<file path="src/rtl/ttt_game_ctrl.sv">
// ---------------------------------------------------------------------------
// ttt_game_ctrl
//   Turn sequencer for tic-tac-toe. Holds the 18-bit board, accepts human (X)
//   moves over a valid/ready handshake and presents the board to a
//   combinational AI block. After AI_LATENCY settle cycles it samples the
//   AI answer and commits the O move. After every move it checks all eight
//   lines and the move count, and finishes the game with a win, a draw, or
//   an AI fault.
//
// Parameters
//   AI_LATENCY  : settle cycles for the AI block (1..15)
//   HUMAN_FIRST : 1 = X opens the game, 0 = the AI opens the game
//
// Ports
//   clk         in   rising-edge clock
//   reset       in   synchronous active-high reset, overrides everything
//   new_game    in   synchronous restart (board clear, turn order restart)
//   move_valid  in   human move offered
//   move_row    in   human row 0..2
//   move_col    in   human column 0..2
//   move_ready  out  high only while waiting for a human move
//   board       out  cell k = 3*row+col at [2k+1:2k]; 00 empty, 01 X, 10 O
//   ai_row      in   AI chosen row
//   ai_col      in   AI chosen column
//   ai_xoro     in   AI piece code, must be 2'b10
//   illegal     out  one-cycle pulse after a rejected human move
//   game_over   out  game finished, held until new_game/reset
//   winner      out  00 none/draw, 01 X, 10 O, 11 AI fault
//   move_count  out  number of occupied cells, 0..9
// ---------------------------------------------------------------------------
module ttt_game_ctrl #(
  parameter int unsigned AI_LATENCY  = 1,
  parameter bit          HUMAN_FIRST = 1'b1
) (
  input  logic        clk,
  input  logic        reset,
  input  logic        new_game,
  input  logic        move_valid,
  input  logic [1:0]  move_row,
  input  logic [1:0]  move_col,
  output logic        move_ready,
  output logic [17:0] board,
  input  logic [1:0]  ai_row,
  input  logic [1:0]  ai_col,
  input  logic [1:0]  ai_xoro,
  output logic        illegal,
  output logic        game_over,
  output logic [1:0]  winner,
  output logic [3:0]  move_count
);

  typedef enum logic [2:0] {
    ST_WAIT_H   = 3'd0,
    ST_CHECK_H  = 3'd1,
    ST_AI_WAIT  = 3'd2,
    ST_AI_WRITE = 3'd3,
    ST_CHECK_A  = 3'd4,
    ST_DONE     = 3'd5
  } state_t;

  localparam logic [1:0] CELL_EMPTY = 2'b00;
  localparam logic [1:0] CELL_X     = 2'b01;
  localparam logic [1:0] CELL_O     = 2'b10;
  localparam logic [1:0] CELL_BAD   = 2'b11;

  localparam logic [1:0] WIN_NONE   = 2'b00;
  localparam logic [1:0] WIN_X      = 2'b01;
  localparam logic [1:0] WIN_O      = 2'b10;
  localparam logic [1:0] WIN_FAULT  = 2'b11;

  localparam logic [3:0] LAT_LOAD   = 4'(AI_LATENCY);
  localparam state_t     ST_START   = HUMAN_FIRST ? ST_WAIT_H : ST_AI_WAIT;

  // ---------------------------------------------------------------------
  // Helper functions
  // ---------------------------------------------------------------------
  function automatic logic in_range(input logic [1:0] r, input logic [1:0] c);
    return (r <= 2'd2) && (c <= 2'd2);
  endfunction

  function automatic logic [3:0] cell_idx(input logic [1:0] r, input logic [1:0] c);
    return ({2'b00, r} * 4'd3) + {2'b00, c};
  endfunction

  // Out-of-board indices read back as a non-empty code so they are never legal.
  function automatic logic [1:0] cell_get(input logic [17:0] b, input logic [3:0] k);
    logic [1:0] v;
    if (k <= 4'd8) begin
      v = b[{k, 1'b0} +: 2];
    end else begin
      v = CELL_BAD;
    end
    return v;
  endfunction

  function automatic logic [17:0] cell_set(input logic [17:0] b, input logic [3:0] k,
                                           input logic [1:0] v);
    logic [17:0] r;
    r = b;
    if (k <= 4'd8) begin
      r[{k, 1'b0} +: 2] = v;
    end else begin
      r = b;
    end
    return r;
  endfunction

  function automatic logic has_line(input logic [17:0] b, input logic [1:0] who);
    logic [8:0] m;
    for (int k = 0; k < 9; k++) begin
      m[k] = (b[2*k +: 2] == who);
    end
    return (m[0] & m[1] & m[2]) | (m[3] & m[4] & m[5]) | (m[6] & m[7] & m[8]) |
           (m[0] & m[3] & m[6]) | (m[1] & m[4] & m[7]) | (m[2] & m[5] & m[8]) |
           (m[0] & m[4] & m[8]) | (m[2] & m[4] & m[6]);
  endfunction

  function automatic logic [3:0] count_inc(input logic [3:0] c);
    return (c >= 4'd9) ? 4'd9 : (c + 4'd1);
  endfunction

  // ---------------------------------------------------------------------
  // State and datapath registers
  // ---------------------------------------------------------------------
  state_t      state_r,   state_nxt;
  logic [17:0] board_r,   board_nxt;
  logic [3:0]  count_r,   count_nxt;
  logic [3:0]  lat_r,     lat_nxt;
  logic        illegal_r, illegal_nxt;
  logic        over_r,    over_nxt;
  logic [1:0]  winner_r,  winner_nxt;
  logic        ready_r,   ready_nxt;

  logic [3:0]  h_idx_s;
  logic        h_legal_s;
  logic [3:0]  a_idx_s;
  logic        a_legal_s;

  assign move_ready = ready_r;
  assign board      = board_r;
  assign illegal    = illegal_r;
  assign game_over  = over_r;
  assign winner     = winner_r;
  assign move_count = count_r;

  // Legality of the offered human move and of the AI answer against the current board.
  always_comb begin
    h_idx_s   = cell_idx(move_row, move_col);
    h_legal_s = in_range(move_row, move_col) && (cell_get(board_r, h_idx_s) == CELL_EMPTY);
    a_idx_s   = cell_idx(ai_row, ai_col);
    a_legal_s = (ai_xoro == CELL_O) && in_range(ai_row, ai_col) &&
                (cell_get(board_r, a_idx_s) == CELL_EMPTY);
  end

  // Next-state and next-register logic for the turn sequencer.
  always_comb begin
    state_nxt   = state_r;
    board_nxt   = board_r;
    count_nxt   = count_r;
    lat_nxt     = lat_r;
    illegal_nxt = 1'b0;
    over_nxt    = over_r;
    winner_nxt  = winner_r;

    if (new_game) begin
      // Restart wins over any move offered in the same cycle.
      state_nxt  = ST_START;
      board_nxt  = 18'd0;
      count_nxt  = 4'd0;
      lat_nxt    = 4'd0;
      over_nxt   = 1'b0;
      winner_nxt = WIN_NONE;
    end else begin
      case (state_r)
        ST_WAIT_H: begin
          if (move_valid) begin
            if (h_legal_s) begin
              board_nxt = cell_set(board_r, h_idx_s, CELL_X);
              count_nxt = count_inc(count_r);
              state_nxt = ST_CHECK_H;
            end else begin
              illegal_nxt = 1'b1;
            end
          end else begin
            state_nxt = ST_WAIT_H;
          end
        end

        ST_CHECK_H: begin
          if (has_line(board_r, CELL_X)) begin
            state_nxt  = ST_DONE;
            over_nxt   = 1'b1;
            winner_nxt = WIN_X;
          end else if (count_r == 4'd9) begin
            state_nxt  = ST_DONE;
            over_nxt   = 1'b1;
            winner_nxt = WIN_NONE;
          end else begin
            state_nxt  = ST_AI_WAIT;
            lat_nxt    = LAT_LOAD;
          end
        end

        // Leaves once the counter has run down to zero, so the frozen board
        // sits at the AI inputs for AI_LATENCY+1 cycles and move_ready
        // returns 4+AI_LATENCY cycles after an accepted human move.
        ST_AI_WAIT: begin
          if (lat_r == 4'd0) begin
            state_nxt = ST_AI_WRITE;
          end else begin
            lat_nxt = lat_r - 4'd1;
          end
        end

        ST_AI_WRITE: begin
          if (a_legal_s) begin
            board_nxt = cell_set(board_r, a_idx_s, CELL_O);
            count_nxt = count_inc(count_r);
            state_nxt = ST_CHECK_A;
          end else begin
            state_nxt  = ST_DONE;
            over_nxt   = 1'b1;
            winner_nxt = WIN_FAULT;
          end
        end

        ST_CHECK_A: begin
          if (has_line(board_r, CELL_O)) begin
            state_nxt  = ST_DONE;
            over_nxt   = 1'b1;
            winner_nxt = WIN_O;
          end else if (count_r == 4'd9) begin
            state_nxt  = ST_DONE;
            over_nxt   = 1'b1;
            winner_nxt = WIN_NONE;
          end else begin
            state_nxt  = ST_WAIT_H;
          end
        end

        ST_DONE: begin
          state_nxt = ST_DONE;
        end

        default: begin
          // Unreachable encodings end the game as a fault rather than resuming play.
          state_nxt  = ST_DONE;
          over_nxt   = 1'b1;
          winner_nxt = WIN_FAULT;
        end
      endcase
    end

    ready_nxt = (state_nxt == ST_WAIT_H);
  end

  // State and output registers with synchronous reset.
  always_ff @(posedge clk) begin
    if (reset) begin
      state_r   <= ST_START;
      board_r   <= 18'd0;
      count_r   <= 4'd0;
      lat_r     <= 4'd0;
      illegal_r <= 1'b0;
      over_r    <= 1'b0;
      winner_r  <= WIN_NONE;
      ready_r   <= HUMAN_FIRST;
    end else begin
      state_r   <= state_nxt;
      board_r   <= board_nxt;
      count_r   <= count_nxt;
      lat_r     <= lat_nxt;
      illegal_r <= illegal_nxt;
      over_r    <= over_nxt;
      winner_r  <= winner_nxt;
      ready_r   <= ready_nxt;
    end
  end

endmodule

</file>
<file path="config.mk">
export PLATFORM = sky130hd
export DESIGN_NAME = ttt_game_ctrl
export DESIGN_NICKNAME = d
export VERILOG_FILES = /design/src/rtl/ttt_game_ctrl.sv
export SDC_FILE = /design/constraint.sdc
export NUM_CORES = 1
export LEC_CHECK = 0
export CAP_MARGIN = 0
export CORE_ASPECT_RATIO = 0.9
export CORE_MARGIN = 8
export CORE_UTILIZATION = 59
export CTS_CLUSTER_DIAMETER = 50
export DETAILED_ROUTE_END_ITERATION = 12
export MAX_ROUTING_LAYER = met4
export PLACE_DENSITY = 0.83
export SKIP_LAST_GASP = 1
export SLEW_MARGIN = 20
export SYNTH_ARGS = -nofsm -noshare
export SYNTH_HDL_FRONTEND = slang
export SYNTH_SLANG_ARGS = --single-unit
</file>
<file path="constraint.sdc">
create_clock -name clk -period 8.85 [get_ports clk]
set_clock_uncertainty 0.2 [all_clocks]
set_input_delay 1.3275 -clock clk [delete_from_list [all_inputs] [get_ports clk]]
set_output_delay 1.3275 -clock clk [all_outputs]
set_load 0.1 [all_outputs]
</file>
==> results.cfg, run 1 <==
[clocking]
clk_latency_ns = 0.30
cts_root_buf = clkbuf_8
cts_resized = 0
cts_max_level = 2
path_clk_slew_ns = 0.07
cts_setup_buffers = 0
clockBufferDepth = 2
cts_tree = done
numCtsBuffers = 5
hold_buffers = 0
cts.sinks = 34

[synth]
syn_area_um2 = 2690
ys_top_cells_by_count = 34 x dfxtp_1, 32 x inv_1, 30 x nor2_1
synth_edf_count = 0
synth_top_flop_cell = dfxtp_1
mappedNetlistNets = 367
yosys-top-cells-area = dfxtp_1 25%, ha_1 7.9%, nor4bb_1 4.5%
postSynthAreaPerCell_um2 = 8.11
ys_warn_count = 0
ys_seq_elements = 34
ys_seq_area_share_pct = 25.3
ys_types = 67
synth.most_common_cell = dfxtp_1
yosysTopAreaCellShare_pct = 25.3
synthArstFlopShare_pct = 0
synthCells = 332
yosysTopAreaCell = dfxtp_1

[route]
initialDrtViolationCount = 260
routedWlPerCell_um = 16.5
wl_um = 7060
ant_nets = 0
vias_per_cell = 6.16
drc_errors = 0
vias = 2638
drt_pass1_iterations = 5

[critical_path]
crit_arrival_ns = 5.00
path_max_fanout = 8
cp-start-kind = primary input
path_class = primary input to flop
worstSetupEndpointType = flop
worst_ep_required_time_ns = 8.82

[timing]
fin_setup_tns_ns = 0
hold_viol_final = 0
layout_setup_ws_ns = 3.82
min_period_over_period_pct = 56.8
hold-worst-slack_ns = 0.276
period_minus_slack_ns = 5.03
max_freq_ghz = 0.199
relSlewSlack_pct = 34.4
worstMarginPinSlew_ns = 0.981
slew_viol_final = 0
setup_viol = 0
rsz0062_at_grt = false

[layout]
drive_gt1_share_pct = 7.38
n_antenna_cell = 0
final_area_um2 = 3200
area_delta_synth_final_pct = 18.9
fin_util_pct = 72.2
finalNetCount = 400

[place]
routabilityCongestion = 0.930
place_area_um2 = 3110
placement.io_buffers = 40
place_ws_ns = 3.54
dpl.hpwl_um = 5300

[grt]
grt_pass1_vias = 2435
grt_max_degree = 25
grt_pass1_wl_um = 11900
antenna_found_initial = 0
overflow = 0
grtUsageTotal_pct = 21.7

[floorplanning]
floorplan.initialDensity_pct = 60.8
coreArea_um2 = 4430
die_h_um = 80.1
fp.dieArea_um2 = 6980
rows = 23
die_x_um = 87.2
ioPinCount = 41

[hold_path]
min_path_type = flop to flop

[job]
max_cap_viol_count = 0

[power_and_ir_drop]
p_leak_nw = 1.14
pwr_density_cell_nw_per_um2 = 122
ir_worst_vdd_mv = 0.0934

[outcome]
status = completed
-- metal layers --
metal	vias up	track usage (%)	wire length, um
met3	9	5.20	583
met1	1234	29.4	3340
met5	-	-	0
met2	104	30.8	3050
li1	1291	-	-
met4	0	6.86	84
-- cells by family (layout without fill, tap and decap cells) --
family | Yosys count | after routing | synth area share (%)
adder cells (fa/ha/maj) | 21 | 21 | 10.9
multiplexers | 3 | 3 | 2.18
buffers and inverters | 47 | 81 | 7.16
AO/OA/AOI/OAI | 84 | 84 | 22.9
XOR/XNOR | 2 | 2 | 0.651
AND/OR/NAND/NOR | 141 | 141 | 30.9
flip-flops | 34 | 34 | 25.3
-- layout by cell type, fill, tap and decap left out, drive strengths merged, types with 3 or more instances in the layout --
cell,synthesis,layout
nor2,30,30
o21ai,19,19
a221oi,3,3
a21boi,5,5
clkbuf,10,6
nand2b,3,3
nand4,4,4
nor3b,4,4
inv,32,32
nand3,10,10
dfxtp,34,34
and4bb,3,3
a21o,3,3
fa,4,4
nand2,24,24
a32o,3,3
or2,8,8
o21a,10,10
or3,4,4
nor4bb,12,12
nor2b,6,6
a2111oi,5,5
ha,17,17
a21oi,10,10
a31oi,9,9
clkdlybuf4s50,0,40
nor4,3,3
nor3,14,14
o211ai,4,4
and3,5,5
-- power breakdown --
| group | switching [mW] | internal, mW | leakage (nW) |
|---|---|---|---|
| sequential | 0.00225 | 0.155 | 0.274 |
| combinational | 0.0715 | 0.0392 | 0.821 |
| clock | 0.0609 | 0.0625 | 0.0472 |
-- metrics by stage --
| stage | cells | power [mW] |
|---|---|---|
| after floorplan | 332 | 0.244 |
| after global placement | 420 | 0.267 |
| after detailed placement | 420 | 0.269 |
| after CTS | 428 | 0.392 |
| after global routing | 428 | 0.413 |
| final | 428 | 0.391 |
-- flip-flops by register name, indices dropped and copies added (netlist names) --
name and count:
lat_r 4, move_ready 1, board 18, state_r 3, game_over 1, illegal 1, move_count 4, winner 2
-- layout make-up --
cell class / count / area [um2]
multi-input combinational: 251 / 1820
fill: 387 / 1230
sequential: 34 / 681
timing repair buffer: 41 / 408
inverter: 32 / 120
clock buffer: 6 / 82.6
tap: 62 / 77.6
clock inverter: 2 / 12.5
-- worst max-delay path, cell delays in order --
cell and delay (ns):
clkdlybuf4s50_1 0.51, inv_1 0.08, fa_1 0.53, inv_1 0.05, ha_1 0.20, fa_1 0.59
or2_4 0.18, a2111oi_0 0.08, a2111oi_0 0.60, nand2_1 0.39, a41o_1 0.34, nor3b_2 0.15
-- path summary, 6_finish.rpt --
check,from,to,slack (ns),depth (start not counted)
worst max register to register,state_r[1]$_SDFF_PP0_,move_ready$_SDFF_PP1_,6.05,6
worst min-delay path,lat_r[3]$_SDFFE_PP0P_,lat_r[3]$_SDFFE_PP0P_,0.28,2
worst min register to register,lat_r[3]$_SDFFE_PP0P_,lat_r[3]$_SDFFE_PP0P_,0.28,2
worst max-delay path,move_row[0],move_ready$_SDFF_PP1_,3.82,12
Note: power is estimated with default switching activity, not from simulation.
==> run 2: changes to the inputs <==
- CORE_UTILIZATION: 59 -> 49
- PLACE_DENSITY: 0.83 -> 0.73
- clock period: 8.85 -> 4.3 ns (I/O delays scaled with it)
==> results.cfg, run 2 (synthesis results as in run 1) <==
[timing]
min_period_over_period_pct = 95.7
worstMarginPinSlew_ns = 0.979
relSlewSlack_pct = 34.5
setup_viol = 0
slew_viol_final = 0
period_minus_slack_ns = 4.12
max_freq_ghz = 0.243
hold_viol_final = 0
hold-worst-slack_ns = 0.283
rsz0062_at_grt = false

[place]
place_area_um2 = 3220
placement.io_buffers = 40
routabilityCongestion = 0.945
dp_cells = 440
dpl.hpwl_um = 5670

[layout]
final_cell_mix = 40 x clkdlybuf4s50_1, 34 x dfxtp_1, 32 x inv_1
area_delta_synth_final_pct = 23.0
final_area_um2 = 3310
fillers = 469
drive_gt1_share_pct = 10.8
final_cell_count_no_fill = 447
n_antenna_cell = 0
largest_reg_flops = 18
finalNetCount = 415
final_common_cell = clkdlybuf4s50_1

[grt]
grtUsageTotal_pct = 19.7
grt_max_degree = 27
overflow = 0
grt_pass1_vias = 2585
grt_pass1_wl_um = 12600
antenna_found_initial = 0

[critical_path]
crit_arrival_ns = 4.08
worstSetupEndpointType = flop
rr_worst_depth = 6
crit_path_max_incr_delay_ns = 0.54
path_max_fanout = 5
cp-start-kind = primary input
path_class = primary input to flop
worstPathCellList = clkdlybuf4s50_1, inv_1, fa_1, inv_1, ha_1, fa_1, or4b_1, o311a_2, a221oi_4, o221ai_2, nor2_1, o21ai_0
crit_buf_inv = 3
cp_slowest_cell = fa_1
critical_path_depth = 12
crit_family = adder cells
worst_ep_required_time_ns = 4.26

[route]
wl_um = 7640
ant_nets = 0
drt_pass1_iterations = 6
drc_errors = 0
routedWlPerCell_um = 17.1
vias = 2772
initialDrtViolationCount = 354
vias_per_cell = 6.20

[power_and_ir_drop]
combPwrFrac_pct = 31.6
ir_worst_vdd_mv = 0.153
p_int_uw = 531
pwr_density_cell_nw_per_um2 = 244
p_leak_nw = 1.21
power_switching_uw = 276
sequentialPowerShare_pct = 40.1
p_total_uw = 807
clockPowerShare_pct = 28.4
switching_share_pct = 34.3

[clocking]
cts_max_level = 2
clockBufferDepth = 2
cts_tree = done
cts.sinks = 34
path_clk_slew_ns = 0.06
numCtsBuffers = 5
cts_root_buf = clkbuf_8
clk_latency_ns = 0.29

[job]
max_cap_viol_count = 0

[floorplanning]
die_h_um = 86.3
coreArea_um2 = 5290
ioPinCount = 41
floorplan.initialDensity_pct = 50.9
fp.dieArea_um2 = 8130
die_x_um = 94.1
rows = 25

[hold_path]
min_path_type = flop to flop
hold_depth = 2

[outcome]
status = completed
[run 2: cell types whose count changed in the layout (fill, tap and decap cells not counted), sizes merged]
| cell | previous run | this run |
|---|---|---|
| buf | 1 | 16 |
| clkbuf | 6 | 7 |
| clkinv | 1 | 0 |
| clkinvlp | 1 | 0 |
[run 2: final timing paths]
| kind | endpoint | slack (ns) | startpoint |
|---|---|---|---|
| worst min register to register | lat_r[3]$_SDFFE_PP0P_ | 0.28 | lat_r[3]$_SDFFE_PP0P_ |
| worst max-delay path | board[14]$_SDFFE_PP0P_ | 0.18 | ai_row[0] |
| worst min-delay path | lat_r[3]$_SDFFE_PP0P_ | 0.28 | lat_r[3]$_SDFFE_PP0P_ |
| worst max register to register | state_r[0]$_SDFF_PP0_ | 1.79 | board[12]$_SDFFE_PP0P_ |
[run 2: metal layers]
layer | vias up | global-route usage (%) | part of all wire, %
met5 | - | - | 0
li1 | 1312 | - | -
met1 | 1307 | 25.8 | 47
met2 | 135 | 28.7 | 44
met4 | 0 | 9.21 | 2.6
met3 | 18 | 3.37 | 6.4
[run 2: power groups by stage]
stage,clock network (mW),logic [mW],registers [mW]
2_1_floorplan,0,0.154,0.348
3_3_place_gp,0,0.242,0.330
3_5_place_dp,0,0.246,0.330
4_1_cts,0.232,0.249,0.323
5_1_grt,0.242,0.279,0.324
6_report,0.229,0.255,0.323
[run 2: worst reg2reg max path: cells and delay by family, from the launching register on]
family          cells  cell delay (ns)
simple gates        4             0.89
compound gates      2             0.81
flops               1             0.51
[run 2: layout make-up]
| cell class | count | area [um2] | area share (%) |
|---|---|---|---|
| Tap cell | 67 | 83.8 | 2.53 |
| Sequential cell | 34 | 681 | 20.6 |
| Timing Repair Buffer | 56 | 520 | 15.7 |
| Multi-Input combinational cell | 251 | 1830 | 55.3 |
| Clock buffer | 7 | 76.3 | 2.30 |
| Inverter | 32 | 120 | 3.63 |
[run 2: timing repair]
item | 4_1_cts | 5_1_grt
endpoints found under the setup margin | 0 | 18
gates resized for setup | 0 | 3
hold buffers | 0 | 0
setup buffers | 0 | 0
[run 2: through the flow]
stage          TNS, ns  setup WS [ns]  util [%]
5_1_grt              0         0.0124      62.7
3_3_place_gp    -0.802        -0.0884      61.0
2_1_floorplan        0          0.504         -
4_1_cts              0         0.0770      62.4
6_report             0          0.183      62.7
3_5_place_dp     -2.78         -0.214      61.0
==> run 3: changes to the inputs <==
- ABC_AREA: not set -> 1
- CORE_UTILIZATION: 49 -> 50
- PLACE_DENSITY: 0.73 -> 0.75
- SKIP_CTS_REPAIR_TIMING: not set -> 1
==> results.cfg, run 3 <==
[layout]
multiInputGateArea_um2 = 1700
final_area_um2 = 3360
finalNetCount = 518
drive_gt1_share_pct = 7.02
area_delta_synth_final_pct = 22.6
final_common_cell = nand2_1
n_antenna_cell = 0
largest_reg_flops = 18
fin_util_pct = 63.9
final_cell_count_no_fill = 551
fillers = 489
final_cell_mix = 108 x nand2_1, 71 x inv_1, 42 x nor2_1
regArea_um2 = 681

[route]
wl_um = 7800
initialDrtViolationCount = 222
vias_per_cell = 5.41
ant_nets = 0
drc_errors = 0
drt_pass1_iterations = 5
vias = 2982
routedWlPerCell_um = 14.2

[synth]
ys_warn_count = 0
postSynthAreaPerCell_um2 = 6.26
syn_area_um2 = 2740
synth_top_flop_cell = dfxtp_1
mappedNetlistNets = 472
synth_edf_count = 0
yosysTopAreaCellShare_pct = 24.9
synthCells = 437
ys_seq_elements = 34
yosys-top-cells-area = dfxtp_1 25%, nand2_1 15%, inv_1 9.7%
ys_seq_area_share_pct = 24.9
ys_types = 35
synth.most_common_cell = nand2_1
yosysTopAreaCell = dfxtp_1
ys_top_cells_by_count = 108 x nand2_1, 71 x inv_1, 42 x nor2_1
synthArstFlopShare_pct = 0

[power_and_ir_drop]
p_leak_nw = 1.45
pwr_density_cell_nw_per_um2 = 283
ir_worst_vdd_mv = 0.205
p_total_uw = 951

[grt]
grt_busiest_layer = met2
grt_pass1_wl_um = 13100
grt_pass1_vias = 2812
globalRouteMet1Util_pct = 27.4
overflow = 0
antenna_found_initial = 0
use_met3_pct = 3.20
grt_max_degree = 22
grtUsageTotal_pct = 20.7
grtUsageMet2_pct = 31.3

[timing]
rsz0062_at_grt = false
relSlewSlack_pct = 34.5
period_minus_slack_ns = 3.89
min_period_over_period_pct = 90.4
setup_viol = 0
hold-worst-slack_ns = 0.257
fin_setup_tns_ns = 0
worstMarginPinSlew_ns = 0.979
max_freq_ghz = 0.257
hold_viol_final = 0
layout_setup_ws_ns = 0.411
slew_viol_final = 0

[place]
dpl.hpwl_um = 6090
dp_cells = 543
place_area_um2 = 3220
place_ws_ns = 0.132
routabilityCongestion = 0.960
placement.io_buffers = 40

[critical_path]
cp_slowest_cell = fa_1
crit_path_max_incr_delay_ns = 0.53
worst_ep_required_time_ns = 4.25
worstPathCellList = clkdlybuf4s50_1, inv_1, fa_1, inv_1, ha_1, fa_1, nor2_1, nand3_1, nand2_1, inv_1, nand2_1, nand2_1, nand2_1, nand2_1, nand2_2, buf_4, nand3_1, nand2_1, a21oi_1
r2r_slack_ns = 2.18
crit_arrival_ns = 3.84
path_max_fanout = 12
rr_worst_depth = 13
cpMostUsedCell = nand2_1
worstSetupEndpointType = flop
path_class = primary input to flop
cp-start-kind = primary input

[job]
max_cap_viol_count = 0

[floorplanning]
fp.dieArea_um2 = 8100
coreArea_um2 = 5260
rows = 25
die_x_um = 94.0
die_h_um = 86.2
floorplan.initialDensity_pct = 52.1
ioPinCount = 41

[hold_path]
hold_depth = 2
min_path_type = flop to flop

[clocking]
path_clk_slew_ns = 0.08
cts_root_buf = clkbuf_8
numCtsBuffers = 5
clockBufferDepth = 2
cts_tree = done
cts_max_level = 2
clk_latency_ns = 0.30
cts.sinks = 34

[outcome]
status = completed
[run 3: routing by layer]
metal / share of wire, % / vias up
li1: - / 1504
met1: 48 / 1367
met2: 44 / 97
met3: 6.2 / 14
met4: 1.9 / 0
met5: 0 / -
[run 3: worst paths after layout]
kind,start,to
min reg2reg,game_over$_SDFFE_PP0P_,game_over$_SDFFE_PP0P_
max reg2reg,move_count[1]$_SDFFE_PP0P_,lat_r[3]$_SDFFE_PP0P_
min,game_over$_SDFFE_PP0P_,game_over$_SDFFE_PP0P_
max,ai_row[0],board[13]$_SDFFE_PP0P_
[run 3: worst max-delay path: cells and delay by family]
family,cells,cell delay (ns)
adder cells (fa/ha/maj),3,1.25
AND/OR/NAND/NOR,10,1.02
buffers and inverters,5,0.84
AO/OA/AOI/OAI,1,0.05
[run 3: final cells by class]
| type | count | share of cell area, % |
|---|---|---|
| clock buffer | 5 | 2.05 |
| multi-input combinational | 317 | 50.6 |
| inverter | 79 | 8.87 |
| timing repair buffer | 46 | 13.6 |
| sequential | 34 | 20.3 |
| tap | 67 | 2.50 |
| clock inverter | 3 | 2.05 |
[run 3: cells by family (layout without fill, tap and decap cells)]
family,count (synthesis),in the layout,share of synthesized area [%]
AOI/OAI and AO/OA,74,74,14.6
xor gates and xnor gates,1,1,0.320
adders and majority gates,21,21,10.7
buffers and inverters,86,133,13.1
DFF,34,34,24.9
and+or+nand+nor,221,221,36.4
[run 3: where the power goes]
part	switching (mW)	internal, mW	total (mW)
registers	0.00426	0.319	0.323
clock network	0.133	0.232	0.366
logic	0.174	0.0874	0.262
